### config.mk
export PLATFORM = sky130hd
export DESIGN_NAME = decoder_scan
export DESIGN_NICKNAME = d
export VERILOG_FILES = /design/src/rtl/decoder_pkg.sv /design/src/rtl/onehot_dec.sv /design/src/rtl/decoder_scan.sv
export SDC_FILE = /design/constraint.sdc
export NUM_CORES = 1
export LEC_CHECK = 0
export ABC_AREA = 1
export BUFFER_PORTS_ARGS = -buffer_cell sky130_fd_sc_hd__buf_2
export CAP_MARGIN = 25
export CORE_MARGIN = 2
export CORE_UTILIZATION = 50
export DETAILED_ROUTE_END_ITERATION = 6
export GPL_TIMING_DRIVEN = 0
export PLACE_DENSITY_LB_ADDON = 0.15
export SLEW_MARGIN = 5
export SYNTH_ARGS = -nofsm -noshare
export SYNTH_HDL_FRONTEND = slang
export SYNTH_SLANG_ARGS = --single-unit
### constraint.sdc
create_clock -name i_clk -period 3.7 [get_ports i_clk]
set_input_delay 0.37 -clock i_clk [delete_from_list [all_inputs] [get_ports i_clk]]
set_output_delay 0.37 -clock i_clk [all_outputs]
set_load 0.03 [all_outputs]
### src/rtl/decoder_pkg.sv
// rtl/decoder_pkg.sv - mode encodings shared by the decoder_scan slice
package decoder_pkg;

  typedef logic [1:0] mode_t;

  localparam mode_t MODE_HOLD   = 2'b00;
  localparam mode_t MODE_DIRECT = 2'b01;
  localparam mode_t MODE_SCAN   = 2'b10;
  localparam mode_t MODE_RSVD   = 2'b11;

endpackage

### src/rtl/onehot_dec.sv
// rtl/onehot_dec.sv - combinational binary-to-one-hot decoder with range flag
module onehot_dec #(
  parameter int SEL_W = 2,
  parameter int N_OUT = 2 ** SEL_W
) (
  input  logic [SEL_W-1:0] i_idx,
  output logic [N_OUT-1:0] o_onehot,
  output logic             o_in_range
);

  always_comb begin
    o_onehot = '0;
    for (int i = 0; i < N_OUT; i++) begin
      o_onehot[i] = (i_idx == SEL_W'(i));
    end
  end

  // An index past N_OUT-1 matches no output, so the vector is all-zero.
  assign o_in_range = |o_onehot;

endmodule

### src/rtl/decoder_scan.sv
// rtl/decoder_scan.sv - registered one-hot decoder with DIRECT and auto-SCAN modes
module decoder_scan
  import decoder_pkg::*;
#(
  parameter int SEL_W   = 2,
  parameter int N_OUT   = 2 ** SEL_W,
  parameter int DWELL_W = 8
) (
  input  logic               i_clk,
  input  logic               i_rst_n,
  input  logic               i_en,
  input  logic [1:0]         i_mode,
  input  logic [SEL_W-1:0]   i_sel,
  input  logic [DWELL_W-1:0] i_dwell,
  input  logic               i_err_clr,
  output logic [N_OUT-1:0]   o_d_out,
  output logic               o_valid,
  output logic               o_err,
  output logic               o_scan_wrap
);

  localparam logic [SEL_W-1:0] LAST_IDX = SEL_W'(N_OUT - 1);

  mode_t              r_prev_mode;
  logic [SEL_W-1:0]   r_index;
  logic [DWELL_W-1:0] r_dwell_cnt;
  logic [SEL_W-1:0]   w_idx_next;
  logic [SEL_W-1:0]   w_dec_idx;
  logic [N_OUT-1:0]   w_onehot;
  logic               w_in_range;

  // Scan entry restarts at 0; steady state walks forward and wraps.
  always_comb begin
    w_idx_next = '0;
    if (r_prev_mode == MODE_SCAN && r_index != LAST_IDX) begin
      w_idx_next = r_index + 1'b1;
    end
  end

  assign w_dec_idx = (mode_t'(i_mode) == MODE_SCAN) ? w_idx_next : i_sel;

  onehot_dec #(
    .SEL_W (SEL_W),
    .N_OUT (N_OUT)
  ) u_dec (
    .i_idx      (w_dec_idx),
    .o_onehot   (w_onehot),
    .o_in_range (w_in_range)
  );

  always_ff @(posedge i_clk or negedge i_rst_n) begin
    if (!i_rst_n) begin
      o_d_out     <= '0;
      o_valid     <= 1'b0;
      o_err       <= 1'b0;
      o_scan_wrap <= 1'b0;
      r_index     <= '0;
      r_dwell_cnt <= '0;
      r_prev_mode <= MODE_HOLD;
    end else begin
      o_scan_wrap <= 1'b0;
      // Clear first so an error set later in this block wins.
      if (i_err_clr) begin
        o_err <= 1'b0;
      end
      if (i_en) begin
        r_prev_mode <= mode_t'(i_mode);
        case (mode_t'(i_mode))
          MODE_HOLD: begin
          end
          MODE_DIRECT: begin
            if (w_in_range) begin
              o_d_out <= w_onehot;
              o_valid <= 1'b1;
              r_index <= i_sel;
            end else begin
              o_err <= 1'b1;
            end
          end
          MODE_SCAN: begin
            if (r_prev_mode != MODE_SCAN) begin
              o_d_out     <= w_onehot;
              o_valid     <= 1'b1;
              r_index     <= '0;
              r_dwell_cnt <= '0;
            end else if (r_dwell_cnt >= i_dwell) begin
              o_d_out     <= w_onehot;
              r_index     <= w_idx_next;
              r_dwell_cnt <= '0;
              o_scan_wrap <= (r_index == LAST_IDX);
            end else begin
              r_dwell_cnt <= r_dwell_cnt + 1'b1;
            end
          end
          default: begin
            o_err <= 1'b1;
          end
        endcase
      end
    end
  end

endmodule

==> impl_metrics.json <==
{
  "status": "complete, but fails checks",
  "violations": "hold timing",
  "timing.final.crit_share_pct": 47.8,
  "gp_congestion": 0.810,
  "initial_utilization_pct": 52.0,
  "numPortBuffers": 21,
  "synth-edff-count": 0,
  "ir_drop_mv": 0.295,
  "finClkSkew_ns": 0.00389,
  "cts-hold-fix-buffers": 0,
  "layout_setup_ws_ns": 1.93,
  "cp_num_cells": 8,
  "cts_sinks": 19,
  "crit_type": "reg -> reg",
  "fin_crit_ns": 1.77,
  "nets": 221,
  "io_pins": 23,
  "worst_path_most_repeated_cell": "nor2_1",
  "netlist_area_mm2": 0.00126,
  "grt_usage_pct": 18.8,
  "place_ws_ns": 1.89,
  "cellPowerDensity_mw_per_mm2": 324,
  "final_common_cell": "nand2_1",
  "yosys_warnings": 0,
  "num_antenna_cells": 0,
  "rr_worst_depth": 8,
  "die_area_mm2": 0.00295,
  "core_area_mm2": 0.00243,
  "clk_pin_slew_worst_paths_ns": 0.11,
  "num_vias": 1096,
  "post-cts-setup-buffer-count": 0,
  "setup_viol": 0,
  "synthDistinctLibCells": 20,
  "grt_pass1_vias": 996,
  "cts-resized-gates": 0,
  "synth.ff_latch_count": 19,
  "cts_tree": "built",
  "seq_area_frac_synth_pct": 37.6,
  "cp_data_arrival_time_ns": 2.01,
  "drv_slew": 0,
  "cap_violations": 0,
  "drtAntennaViolNets": 0,
  "hp-class": "in -> async",
  "drive_gt1_share_pct": 16.3,
  "rsz0062_at_grt": "no",
  "avgSynthCellArea_um2": 7.66,
  "grt-ovfl-total": 0,
  "finalWirelength_mm": 2.40,
  "max_slew_margin_pct": 62.9,
  "grt_max_degree": 20,
  "finalPower_mw": 0.464,
  "cp_num_buf_inv": 0,
  "tightest_slew_ns": 0.553,
  "drc": 0,
  "cp.required_ns": 3.94,
  "hold_slack_ns": -0.00399,
  "critical_path.max_stage_delay_ns": 0.44,
  "drt-vias-per-instance": 4.98,
  "dp_hpwl_mm": 1.89,
  "antenna_found_initial": 0,
  "die_y_um": 54.3,
  "synth-main-ff-cell": "dfrtp_1",
  "die_x_um": 54.3,
  "grt_pass1_wl_mm": 4.08,
  "rrSetupSlack_ns": 1.93,
  "cts_root_buffer": "clkbuf_4",
  "critPathMaxFanout": 5,
  "hold_viol": 9,
  "firstDrtPassIters": 4,
  "cpMaxStageDelayCell": "dfrtp_1",
  "async_flop_share_pct": 100,
  "tns_ns": 0,
  "final_cell_mix": "nand2_1, inv_1, nand3_1",
  "cts_inserted_buffers": 3,
  "wl_per_cell_um": 10.9,
  "postSynthCellCount": 165,
  "synth_top_area_cell": "dfrtp_1",
  "cp_top_family": "simple AND/OR/NAND/NOR gates",
  "area_delta_synth_final_pct": 13.4,
  "synth.area.top_cells": "dfrtp_1, ha_1, nand2_1",
  "insertion_delay_ns": 0.29,
  "place_area_mm2": 0.00141,
  "max_freq_ghz": 0.565,
  "fin_area_mm2": 0.00143,
  "first_iter_violations": 17,
  "htreeDepth": 1,
  "endpoint_kind": "flop",
  "syn-num-nets": 195,
  "synth.top_cell.area_share_pct": 37.6,
  "leakage_nw": 0.851,
  "core.rowCount": 18,
  "cts_buffer_depth": 2,
  "cp-start-kind": "flop",
  "timing.critical_path.cells": "ha_1 -> a21oi_1 -> nor2_1 -> nor2_1 -> nand3_2 -> nor2_1 -> nand3_1 -> nand2_1"
}
-- where the power goes --
group          internal, mW  switching, mW
combinational        0.0418         0.0763
sequential            0.228         0.0146
clock                0.0419         0.0618
-- area by class of cell --
cell class | instances | area (um2)
repair buffers | 21 | 105
fillers | 250 | 1000
inverters | 30 | 113
multi-input cells | 114 | 661
clock buffers | 4 | 26.3
well taps | 30 | 37.5
plain buffers | 2 | 15.0
flip-flops and latches | 19 | 475
-- registers in the layout (all words and copies together), names as in the netlist --
name / cells
o_valid: 1
o_err: 1
r_prev_mode: 2
o_scan_wrap: 1
r_dwell_cnt: 8
o_d_out: 4
r_index: 2
-- cells by family after synthesis --
family | after synthesis | synth area share [%]
AO/OA/AOI/OAI | 13 | 5.74
XOR/XNOR | 5 | 3.47
adder cells (fa/ha/maj) | 14 | 13.9
buffers and inverters | 32 | 10.1
flip-flops | 19 | 37.6
AND/OR/NAND/NOR | 82 | 29.2
-- per-layer routing --
metal | track usage, % | vias to the layer above | part of all wire, %
li1 | - | 571 | -
met1 | 24.4 | 494 | 47
met2 | 32.1 | 29 | 48
met3 | 1.64 | 2 | 4.3
met4 | 7.50 | 0 | 0.58
met5 | 0 | - | 0
-- worst paths after layout --
path | from | endpoint
max | r_dwell_cnt[5] | r_dwell_cnt[0]
min | i_rst_n | r_prev_mode[1]
max reg2reg | r_dwell_cnt[5] | r_dwell_cnt[0]
min reg2reg | o_valid | o_valid
max in group asynchronous | i_rst_n | r_dwell_cnt[5]
min in group i_clk | i_en | r_prev_mode[1]
-- cell usage after synthesis, types with 2 or more instances --
library cell	number
nand2_1	36
inv_1	29
nand3_1	22
dfrtp_1	19
nor2_1	16
ha_1	14
a21oi_1	7
nand4_1	4
xor2_1	4
o21ai_0	3
buf_4	2
-- metrics by stage --
step,utilization [%],hold slack [ns],std cells
2_1_floorplan,-,0.0744,165
3_3_place_gp,57.8,0.330,216
3_5_place_dp,57.8,0.334,216
4_1_cts,58.9,0.00408,220
5_1_grt,58.9,0.0214,220
6_report,58.9,-0.00399,220
No activity file was read; power rests on OpenSTA's default activity.
